## config.mk

```make
export PLATFORM = sky130hd
export DESIGN_NAME = regfile_write_arbiter
export DESIGN_NICKNAME = d
export VERILOG_FILES = /design/src/rtl/regfile_write_arbiter.sv
export SDC_FILE = /design/constraint.sdc
export NUM_CORES = 1
export LEC_CHECK = 0
export BUFFER_PORTS_ARGS = -buffer_cell sky130_fd_sc_hd__buf_4
export CORE_MARGIN = 10
export CORE_UTILIZATION = 40
export CTS_BUF_LIST = sky130_fd_sc_hd__clkbuf_8
export CTS_CLUSTER_DIAMETER = 60
export DETAILED_ROUTE_END_ITERATION = 16
export PLACE_DENSITY = 0.87
export SLEW_MARGIN = 20
export SYNTH_ARGS = -nofsm -noshare
export SYNTH_HDL_FRONTEND = slang
export SYNTH_SLANG_ARGS = --single-unit
```

## constraint.sdc

```tcl
create_clock -name clk -period 4.6 [get_ports clk]
set_input_delay 0.23 -clock clk [delete_from_list [all_inputs] [get_ports clk]]
set_output_delay 0.23 -clock clk [all_outputs]
set_load 0.05 [all_outputs]
```

## src/rtl/regfile_write_arbiter.sv

```systemverilog
// Round-robin arbiter sharing the register file's single write port among N_REQ requesters.
// Optional macro RF_WR_BYPASS_EN forwards the registered write onto the read ports.
module regfile_write_arbiter #(
  parameter int N_REQ = 3,
  parameter int CNT_W = 16
) (
  input  logic                 clk,
  input  logic                 rst,
  input  logic [N_REQ-1:0]     req_valid,
  input  logic [5*N_REQ-1:0]   req_addr,
  input  logic [32*N_REQ-1:0]  req_data,
  output logic [N_REQ-1:0]     req_ready,
  input  logic                 wr_hold,
  output logic                 rf_we,
  output logic [4:0]           rf_waddr,
  output logic [31:0]          rf_wdata,
  output logic [2:0]           grant_id,
  output logic [CNT_W-1:0]     conflict_cnt,
  input  logic [4:0]           rd_addr1,
  input  logic [4:0]           rd_addr2,
  input  logic [31:0]          rf_rdata1,
  input  logic [31:0]          rf_rdata2,
  output logic [31:0]          rd_data1,
  output logic [31:0]          rd_data2
);

  logic [2:0]       ptr_q, ptr_d;
  logic             rfWe_q, rfWe_d;
  logic [4:0]       rfWaddr_q, rfWaddr_d;
  logic [31:0]      rfWdata_q, rfWdata_d;
  logic [2:0]       grantId_q, grantId_d;
  logic [CNT_W-1:0] conflictCnt_q, conflictCnt_d;

  logic             grantFound;
  logic [2:0]       grantIdx;
  logic [4:0]       selAddr;
  logic [31:0]      selData;

  // Scan from the pointer, wrapping, and take the first valid requester.
  always_comb begin
    grantFound = 1'b0;
    grantIdx   = '0;
    for (int k = 0; k < N_REQ; k++) begin
      for (int i = 0; i < N_REQ; i++) begin
        if (!grantFound && req_valid[i] && (((int'(ptr_q) + k) % N_REQ) == i)) begin
          grantFound = 1'b1;
          grantIdx   = 3'(i);
        end
      end
    end
    if (rst || wr_hold) begin
      grantFound = 1'b0;
    end
  end

  always_comb begin
    req_ready = '0;
    selAddr   = '0;
    selData   = '0;
    for (int i = 0; i < N_REQ; i++) begin
      if (grantIdx == 3'(i)) begin
        req_ready[i] = grantFound;
        selAddr      = req_addr[i*5 +: 5];
        selData      = req_data[i*32 +: 32];
      end
    end
  end

  // Writes to r0 are accepted and latched but never raise the write enable.
  always_comb begin
    ptr_d         = ptr_q;
    rfWe_d        = 1'b0;
    rfWaddr_d     = rfWaddr_q;
    rfWdata_d     = rfWdata_q;
    grantId_d     = grantId_q;
    conflictCnt_d = conflictCnt_q;
    if (grantFound) begin
      rfWe_d    = (selAddr != 5'd0);
      rfWaddr_d = selAddr;
      rfWdata_d = selData;
      grantId_d = grantIdx;
      ptr_d     = (grantIdx == 3'(N_REQ - 1)) ? 3'd0 : grantIdx + 3'd1;
      if (($countones(req_valid) >= 2) && (conflictCnt_q != {CNT_W{1'b1}})) begin
        conflictCnt_d = conflictCnt_q + 1'b1;
      end
    end
  end

  always_ff @(posedge clk) begin
    if (rst) begin
      ptr_q         <= '0;
      rfWe_q        <= 1'b0;
      rfWaddr_q     <= '0;
      rfWdata_q     <= '0;
      grantId_q     <= '0;
      conflictCnt_q <= '0;
    end else begin
      ptr_q         <= ptr_d;
      rfWe_q        <= rfWe_d;
      rfWaddr_q     <= rfWaddr_d;
      rfWdata_q     <= rfWdata_d;
      grantId_q     <= grantId_d;
      conflictCnt_q <= conflictCnt_d;
    end
  end

  assign rf_we        = rfWe_q;
  assign rf_waddr     = rfWaddr_q;
  assign rf_wdata     = rfWdata_q;
  assign grant_id     = grantId_q;
  assign conflict_cnt = conflictCnt_q;

`ifdef RF_WR_BYPASS_EN
  assign rd_data1 = (rfWe_q && (rd_addr1 == rfWaddr_q) && (rd_addr1 != 5'd0)) ? rfWdata_q : rf_rdata1;
  assign rd_data2 = (rfWe_q && (rd_addr2 == rfWaddr_q) && (rd_addr2 != 5'd0)) ? rfWdata_q : rf_rdata2;
`else
  // Read addresses only matter when forwarding is built in.
  logic unusedRdAddr;
  assign unusedRdAddr = ^{rd_addr1, rd_addr2};
  assign rd_data1 = rf_rdata1;
  assign rd_data2 = rf_rdata2;
`endif

endmodule

```

==> metrics.md, run 1 <==
| Metric | Value |
|---|---|
| FF-to-FF Start | ptr_q[1] |
| CP most frequent cell | ha_2 |
| Reg clk slew, reported paths | 0.06 ns |
| Final worst path period need | 4.43 ns |
| Routed wl met3 | 1630 um |
| Skew-Pair Late Insertion Delay | 0.34 ns |
| Synth area leaders | dfxtp_1 (24%), buf_4 (11%), nor2_1 (5.9%), mux2i_1 (5.6%), ha_1 (5.4%) |
| Final Skew | 0.00556 ns |
| Top Layer Used | met4 |
| Post-synthesis mux area share | 6.13% |
| Simple-Gate Fraction of Synth Area | 20.5% |
| Hold path cells | 3 |
| Flop2flop setup slack | 0.23 ns |
| Final WL | 15500 um |
| Critical path endpoint category | output pin |
| Nets | 928 |
| Synth top cells by count | nor2_1 (76), buf_4 (68), dfxtp_1 (59), nand2_1 (36), mux2i_1 (27) |
| Status | complete, no violations |
| Port Buf Inserts | 175 |
| Synth warn | 0 |
| CP max stage cell | or4_4 |
| Adder-Cell Fraction of Synth Area | 5.43% |
| Core area | 0.0119 mm2 |
| Full die area | 0.0169 mm2 |
| Cell taking the most area after synthesis | dfxtp_1 |
| Startpoint types | register |
| Synth Area in Compound Gates | 24.2% |
| Post-Synth XOR/XNOR Area | 3.23% |
| Synth Instances | 596 |
| Die Span Y | 130 um |
| Mapped Nets | 808 |
| Maximum VDD drop | 0.429 mV |
| Initial antenna violation count | 0 |
| Seq/Total Area, Yosys | 24.4% |
| Post-synth EDFFs | 0 |
| Largest net degree at the start of global routing | 53 |
| Period utilization | 96.4% |
| Max Cap Viol | 0 |
| Placed insts | 837 |
| CTS tree | built |
| Htree depth | 3 |
| FFs w/ async S/R, synth | 0% |
| Layout Cells excl Fill | 867 |
| Area delta synth->final | 30.6% |
| Reg-to-reg endpoint | conflict_cnt[15] |
| Starting Density | 40.6% |
| FILL cells | 1051 |
| Vias in the first global route | 4800 |
| Data required, critical path | 4.37 ns |
| GR Util All Layers | 17.3% |
| WL per Instance | 17.9 um |
| Vias per inst | 5.49 |
| Clock root buffer | clkbuf_8 |
| WHS | 0.194 ns |
| Top cell type's share of synthesized area | 24.4% |
| Met2 wire len | 7520 um |
| Final Hold Fails | 0 |
| # diodes | 0 |
| Multi-input logic area | 0.00307 mm2 |
| Top-count cell post-synth | nor2_1 |
| Max-slew violations | 0 |
| Avg Inst Size Synth | 8.11 um2 |
| CP arrival | 4.20 ns |
| Post-synth top flop | dfxtp_1 |
| Largest family of logic cells by synthesized area | compound AO/OA/AOI/OAI gates |
| Post-CTS Hold Buffers | 0 |
| Cell Area, Synth | 0.00483 mm2 |
| Slew @ Worst Pin | 0.718 ns |
| HPWL Detailed | 11700 um |
| Hold Crit Class | in2reg |
| Worst hold start | req_data[0] |
| Max stage delay on crit path | 0.52 ns |
| Die width | 130 um |
| Worst Reg-to-Reg Cells | 17 |
| CP max FO | 9 |
| CTS Buf Count | 9 |
| F_max | 0.226 GHz |
| DRT met1 WL | 5970 um |
| Post-synth cell types | 76 |
| GRT overflow | 0 |
| DR pass1 iterations | 7 |
| # rows | 40 |
| WHS Endpoint | rf_wdata[0] |
| Share of layout cells above drive strength 1 | 38.5% |
| Pwr/cell area | 649 mW/mm2 |
| Fin util | 53.0% |
| First-pass GRT wire length | 23700 um |
| CTS sink count | 59 |
| Placer congestion estimate | 0.848 |
| # DRC | 0 |
| Io pins | 315 |
| Sequential cell area | 0.00119 mm2 |
| Vias | 4758 |
| Crit path cell chain | clkinvlp_4 -> ha_4 -> ha_2 -> ha_2 -> a31oi_4 -> a211oi_4 -> ha_2 -> inv_1 -> o221a_2 -> and3_2 -> o221a_1 -> or4_4 -> and2b_4 -> a21oi_4 -> nand2b_4 -> nor2_4 -> buf_8 |
| Worst slew margin | 51.8% |
| CTS Buffer Depth | 2 |
| Initial DRC count | 219 |
| Leakage | 3.05 nW |
| Setup tns final | 0 ns |
| Post-synthesis register bit count | 59 |
| Final setup viols | 0 |
| Final ANT Viol Nets | 0 |
| WS Path Type | reg2out |
-- cells in the final DEF, fill, tap and decap left out, types with 4 or more instances in the layout --
cell / Yosys / layout
buf_4: 68 / 202
nor2_1: 76 / 71
dfxtp_1: 59 / 56
nand2_1: 36 / 36
mux2i_1: 27 / 27
nor2b_1: 23 / 23
a211oi_1: 21 / 20
a21oi_1: 19 / 19
o21ba_1: 19 / 19
inv_1: 17 / 18
o22ai_1: 16 / 16
o31ai_1: 15 / 15
ha_1: 21 / 14
xor2_1: 11 / 11
clkbuf_8: 0 / 11
nand3_1: 10 / 10
nor3_1: 9 / 9
nand4_1: 8 / 8
and2_1: 7 / 7
o21ai_0: 8 / 6
a31o_2: 6 / 6
nand2b_1: 6 / 5
a21o_1: 5 / 5
and3_1: 6 / 5
a31oi_1: 5 / 4
a211o_1: 4 / 4
ha_2: 0 / 4
-- registers in the layout (all words and copies together) (netlist names) --
signal and cells:
rf_wdata 32, conflict_cnt 16, rf_waddr 5, ptr_q 3, grant_id 2, rf_we 1
-- per-layer routing --
layer | global-route usage, % | up-vias
li1 | - | 2298
met1 | 19.1 | 2182
met2 | 28.5 | 235
met3 | 8.48 | 43
met4 | 6.15 | 0
met5 | 0 | -
-- power breakdown --
group	internal [mW]	switching (mW)
combinational	1.09	1.77
clock	0.272	0.198
sequential	0.674	0.0929
total	2.03	2.06
-- worst max-delay path: cells and delay by family, from the launching register on --
family	cells	cell delay (ns)
simple gates	5	1.25
buf+inv	3	0.35
fa+ha+maj	4	1.02
flops	1	0.40
compound gates	5	0.81
-- worst max-delay path by stage --
stage	from	endpoint	slack, ns
after floorplan	ptr_q[0]	req_ready[1]	-0.01
after global placement	ptr_q[1]	req_ready[1]	-0.03
after detailed placement	ptr_q[1]	req_ready[1]	-0.09
after CTS	ptr_q[2]	req_ready[1]	0.005
after global routing	ptr_q[1]	req_ready[2]	-0.04
final	ptr_q[1]	req_ready[2]	0.17
-- stage by stage --
stage / setup slack [ns] / area (um2) / power, mW
6_report: 0.167 / 6310 / 4.10
5_1_grt: -0.0392 / 6310 / 4.37
4_1_cts: 0.00504 / 6090 / 3.94
3_5_place_dp: -0.0867 / 5840 / 3.41
3_3_place_gp: -0.0272 / 5840 / 3.38
2_1_floorplan: -0.0124 / 4900 / 2.93
-- final cells by class --
cell class | instances | area share [%]
Clock buffer | 11 | 2.40
Timing Repair Buffer | 209 | 25.4
Tap cell | 147 | 2.91
Multi-Input combinational cell | 419 | 48.6
Sequential cell | 59 | 18.9
Clock inverter | 4 | 0.674
Inverter | 18 | 1.17
-- cell families (layout without fill, tap and decap cells) --
| group | count (synthesis) | after routing |
|---|---|---|
| muxes | 29 | 29 |
| AOI/OAI and AO/OA | 150 | 150 |
| and+or+nand+nor | 199 | 201 |
| buffers and inverters | 120 | 242 |
| other | 1 | 1 |
| DFF | 59 | 59 |
| xor gates and xnor gates | 17 | 17 |
| adders and majority gates | 21 | 21 |
-- repair_timing --
item / CTS / global route
endpoints found under the hold margin: 0 / 0
setup endpoints to repair: 30 / 58
pin swaps: 2 / 5
buffers inserted: 1 / 12
gates resized for setup: 10 / 28
cloned: 1 / 1
Note: power is estimated with default switching activity, not from simulation.
==> run 2, diff against run 1 <==
--- a/config.mk
+++ b/config.mk
@@ -5,7 +5,7 @@
 export SDC_FILE = /design/constraint.sdc
 export NUM_CORES = 1
 export LEC_CHECK = 0
-export BUFFER_PORTS_ARGS = -buffer_cell sky130_fd_sc_hd__buf_4
+export BUFFER_PORTS_ARGS = -buffer_cell sky130_fd_sc_hd__buf_2
 export CORE_MARGIN = 10
 export CORE_UTILIZATION = 40
 export CTS_BUF_LIST = sky130_fd_sc_hd__clkbuf_8
==> metrics.md, run 2 (synthesis results as in run 1) <==
| Metric | Value |
|---|---|
| CTS Buf Count | 9 |
| Pre-CTS WS | 0.00809 ns |
| Flop2flop setup slack | 0.26 ns |
| CP max FO | 17 |
| Io pins | 315 |
| Die Span Y | 130 um |
| Design area | 0.00577 mm2 |
| Layout Cells excl Fill | 863 |
| Max Cap Viol | 0 |
| Status | complete, no violations |
| Pwr/cell area | 673 mW/mm2 |
| CTS Buffer Depth | 2 |
| Final ANT Viol Nets | 0 |
| HPWL Detailed | 11300 um |
| Reg clk slew, reported paths | 0.06 ns |
| Maximum VDD drop | 0.365 mV |
| Area delta synth->final | 19.4% |
| DR pass1 iterations | 5 |
| WHS | 0.185 ns |
| F_max | 0.226 GHz |
| Period utilization | 96.4% |
| Placed insts | 839 |
| Nets | 924 |
| Port Buf Inserts | 175 |
| GRT overflow | 0 |
| Final Skew | 0.00565 ns |
| Commonest cells after routing, fill and taps aside | buf_2 (172), nor2_1 (72), dfxtp_1 (56), nand2_1 (36), buf_4 (30) |
| CP arrival | 4.20 ns |
| Final setup viols | 0 |
| WL per Instance | 16.9 um |
| # diodes | 0 |
| Startpoint types | register |
| FILL cells | 1146 |
| Placer congestion estimate | 0.924 |
| Overall Power | 3.89 mW |
| Commonest non-fill, non-tap cell in the layout | buf_2 |
| Sequential cell area | 0.00118 mm2 |
| Slew @ Worst Pin | 0.836 ns |
| Vias | 4672 |
| Hold Crit Class | in2reg |
| Placed instance area | 0.00543 mm2 |
| Initial DRC count | 252 |
| Largest register FFs | 32 |
| CP most frequent cell | ha_2 |
| Initial antenna violation count | 1 |
| Skew-Pair Late Insertion Delay | 0.34 ns |
| Max stage delay on crit path | 0.44 ns |
| Htree depth | 3 |
| WS Path Type | reg2out |
| Post-CTS Hold Buffers | 0 |
| Critical path endpoint category | output pin |
| Clock root buffer | clkbuf_8 |
| Vias in the first global route | 4778 |
| # rows | 40 |
| CTS tree | built |
| Share of layout cells above drive strength 1 | 36.9% |
| CP max stage cell | a311oi_1 |
| Worst setup margin | 0.167 ns |
| RSZ-0062 raised after global routing | false |
| First-pass GRT wire length | 23100 um |
| Final Hold Fails | 0 |
| Vias per inst | 5.41 |
| # DRC | 0 |
| Max-slew violations | 0 |
| Multi-input logic area | 0.00300 mm2 |
| Largest net degree at the start of global routing | 53 |
| Final WL | 14600 um |
| Starting Density | 40.6% |
| Leakage | 2.91 nW |
| Die width | 130 um |
| Full die area | 0.0169 mm2 |
| CTS sink count | 59 |
| Fin util | 48.5% |
| Worst slew margin | 44.2% |
| Setup tns final | 0 ns |
| Final worst path period need | 4.43 ns |
| Data required, critical path | 4.37 ns |
| Crit path cell chain | ha_2 -> xnor2_1 -> a21oi_1 -> ha_2 -> ha_4 -> nand2_1 -> o21ai_1 -> a211oi_4 -> ha_2 -> inv_1 -> o221a_2 -> and3_2 -> a311oi_1 -> or4_4 -> a41o_4 -> nand2_8 -> buf_4 -> nor2_4 -> buf_6 |
| GR Util All Layers | 16.9% |
| Core area | 0.0119 mm2 |
[run 2: cell count changes in the layout (fill, tap and decap cells not counted), sizes merged]
cell / before / now
clkinvlp: 1 / 0
inv: 19 / 20
buf: 209 / 206
nand2: 40 / 39
[run 2: layout make-up]
type | count | area share, %
clock buffers | 11 | 2.62
well taps | 147 | 3.19
clock inverters | 4 | 0.737
repair buffers | 206 | 19.7
multi-input cells | 418 | 52.0
flip-flops and latches | 59 | 20.5
inverters | 18 | 1.21
[run 2: worst max-delay path, delay by kind of cell (launching register included)]
kind / cells / cell delay (ns)
AO/OA/AOI/OAI: 6 / 1.19
adder cells (fa/ha/maj): 4 / 0.85
AND/OR/NAND/NOR: 5 / 0.84
buffers and inverters: 3 / 0.43
flip-flops: 1 / 0.39
XOR/XNOR: 1 / 0.14
[run 2: what timing repair did]
action | CTS | global route
endpoints found under the setup margin | 4 | 19
pin swaps | 1 | 4
resized for setup | 11 | 10
cloned | 1 | 0
hold endpoints to repair | 0 | 0
buffers inserted | 2 | 6
[run 2: final timing paths]
kind	startpoint	endpoint	depth (start not counted)
max reg2reg	ptr_q[1]	rf_wdata[4]	21
max	ptr_q[1]	req_ready[1]	19
min reg2reg	rf_wdata[11]	rf_wdata[11]	2
min	req_data[11]	rf_wdata[11]	3
[run 2: power by group]
group / total, mW / internal [mW] / switching, mW
registers: 0.758 / 0.673 / 0.0848
clock network: 0.470 / 0.272 / 0.198
logic: 2.66 / 0.935 / 1.73
total: 3.89 / 1.88 / 2.01
[run 2: layer usage]
| layer | global-route usage [%] | part of all wire [%] | wire length (um) |
|---|---|---|---|
| met5 | 0 | 0 | 0 |
| met4 | 6.08 | 2.0 | 296 |
| met3 | 7.26 | 9.1 | 1330 |
| met2 | 28.3 | 48 | 6990 |
| met1 | 18.8 | 41 | 5950 |
==> run 3, diff against run 2 <==
--- a/config.mk
+++ b/config.mk
@@ -12,6 +12,7 @@
 export CTS_CLUSTER_DIAMETER = 60
 export DETAILED_ROUTE_END_ITERATION = 16
 export PLACE_DENSITY = 0.87
+export SETUP_SLACK_MARGIN = 0.4
 export SLEW_MARGIN = 20
 export SYNTH_ARGS = -nofsm -noshare
 export SYNTH_HDL_FRONTEND = slang
==> metrics.md, run 3 (synthesis results as in run 1) <==
| Metric | Value |
|---|---|
| Status | complete, no violations |
| CTS tree | built |
| Initial DRC count | 373 |
| Placer congestion estimate | 0.845 |
| Initial antenna violation count | 2 |
| Fin util | 57.2% |
| Final Hold Fails | 0 |
| Commonest non-fill, non-tap cell in the layout | buf_2 |
| Area delta synth->final | 40.9% |
| Slew @ Worst Pin | 0.666 ns |
| Maximum VDD drop | 0.502 mV |
| Commonest cells after routing, fill and taps aside | buf_2 (172), nor2_1 (69), dfxtp_1 (56), buf_4 (46), nand2_1 (33) |
| Final setup viols | 0 |
| Crit path cell chain | clkinvlp_4 -> buf_6 -> ha_4 -> ha_4 -> buf_4 -> inv_1 -> ha_1 -> inv_1 -> o22ai_1 -> and3_4 -> buf_4 -> a311oi_4 -> or4_4 -> buf_4 -> a41o_4 -> buf_4 -> buf_6 -> nand2_8 -> mux2i_1 -> a211oi_1 -> o21ba_1 |
| CP most frequent cell | buf_4 |
| Largest net degree at the start of global routing | 35 |
| Vias in the first global route | 4985 |
| WS Path Type | reg2reg |
| Nets | 958 |
| DR pass1 iterations | 6 |
| # rows | 40 |
| GRT overflow | 0 |
| Full die area | 0.0169 mm2 |
| Core area | 0.0119 mm2 |
| F_max | 0.231 GHz |
| Delay-heaviest family, CP | buffers and inverters |
| Starting Density | 40.6% |
| CP max stage cell | or4_4 |
| Overall Power | 4.84 mW |
| Largest register FFs | 32 |
| Die width | 130 um |
| Vias per inst | 5.86 |
| Final WL | 19100 um |
| Startpoint types | register |
| Setup tns final | 0 ns |
| RSZ-0062 raised after global routing | true |
| Worst slew margin | 55.3% |
| CTS sink count | 59 |
| Final ANT Viol Nets | 0 |
| Port Buf Inserts | 175 |
| Reg clk slew, reported paths | 0.07 ns |
| Max-slew violations | 0 |
| Period utilization | 94.1% |
| Max stage delay on crit path | 0.44 ns |
| Io pins | 315 |
| FILL cells | 911 |
| CTS Buf Count | 9 |
| Data required, critical path | 4.84 ns |
| Final Skew | 0.00749 ns |
| Htree depth | 3 |
| Skew-Pair Late Insertion Delay | 0.34 ns |
| GR Util All Layers | 18.3% |
| Critical path endpoint category | register |
| WL per Instance | 21.2 um |
| CP max FO | 8 |
| Leakage | 3.21 nW |
| Hold Crit Class | in2reg |
| Post-CTS Hold Buffers | 0 |
| HPWL Detailed | 11400 um |
| # DRC | 0 |
| Design area | 0.00681 mm2 |
| Placed instance area | 0.00548 mm2 |
| Final worst path period need | 4.33 ns |
| Share of layout cells above drive strength 1 | 49.8% |
| CP arrival | 4.57 ns |
| First-pass GRT wire length | 24800 um |
| Die Span Y | 130 um |
| Max Cap Viol | 0 |
| WP buf/inv | 9 |
| Vias | 5270 |
| Clock root buffer | clkbuf_8 |
| Pwr/cell area | 710 mW/mm2 |
| CTS Buffer Depth | 2 |
run 3: cell types whose count changed in the layout (fill, tap and decap cells not counted), moves of 7 or more:
cell      previous run  this run
o31ai_1             15         3
buf_4               30        46
a211oi_2             1        11
o31ai_2              0         7
mux2i_2              0        10
a211oi_1            21        11
mux2i_1             27        11
run 3: through the flow:
stage	hold WS, ns	setup slack (ns)	instances
6_report	0.182	0.272	899
5_1_grt	0.189	0.116	899
4_1_cts	0.173	0.314	887
3_5_place_dp	0.434	0.0304	834
3_3_place_gp	0.429	0.139	834
2_1_floorplan	0.424	0.383	596
run 3: worst paths after layout:
| path | startpoint | depth (start not counted) | endpoint | slack [ns] |
|---|---|---|---|---|
| setup / recovery | ptr_q[1] | 21 | rf_wdata[24] | 0.27 |
| hold reg to reg | grant_id[1] | 1 | grant_id[1] | 0.45 |
| hold / removal | req_data[6] | 3 | rf_wdata[6] | 0.18 |
| setup reg to reg | ptr_q[1] | 21 | rf_wdata[24] | 0.27 |
run 3: power by group:
group	leakage (nW)	total (mW)	internal, mW	switching, mW
sequential	0.484	0.767	0.674	0.0933
clock	0.0996	0.415	0.202	0.213
combinational	2.63	3.66	1.49	2.17
run 3: layout make-up:
class	instances	area, um2	share of cell area [%]
diodes	1	2.50	0.0367
clock buffers	10	138	2.02
clock inverters	6	26.3	0.386
inverters	18	76.3	1.12
multi-input cells	419	3610	53.0
flip-flops and latches	59	1190	17.5
well taps	147	184	2.70
repair buffers	239	1580	23.2
run 3: tightest hold or removal path: stages:
cell and delay (ns):
buf_2 0.07, nor2_1 0.04, o31ai_2 0.15
run 3: timing repair:
| item | in CTS | in global routing |
|---|---|---|
| buffers inserted | 34 | 8 |
| pin swaps | 15 | 22 |
| endpoints found under the setup margin | 61 | 58 |
| cloned | 3 | 3 |
| hold endpoints to repair | 0 | 0 |
| resized for setup | 47 | 93 |
run 3: per-layer routing:
metal  vias to the layer above  GRT usage (%)  share of wire, %
met3                        80           8.76                10
met1                      2457           19.3                35
li1                       2362              -                 -
met2                       369           31.0                50
met5                         -              0             0.089
met4                         2           6.94               4.8
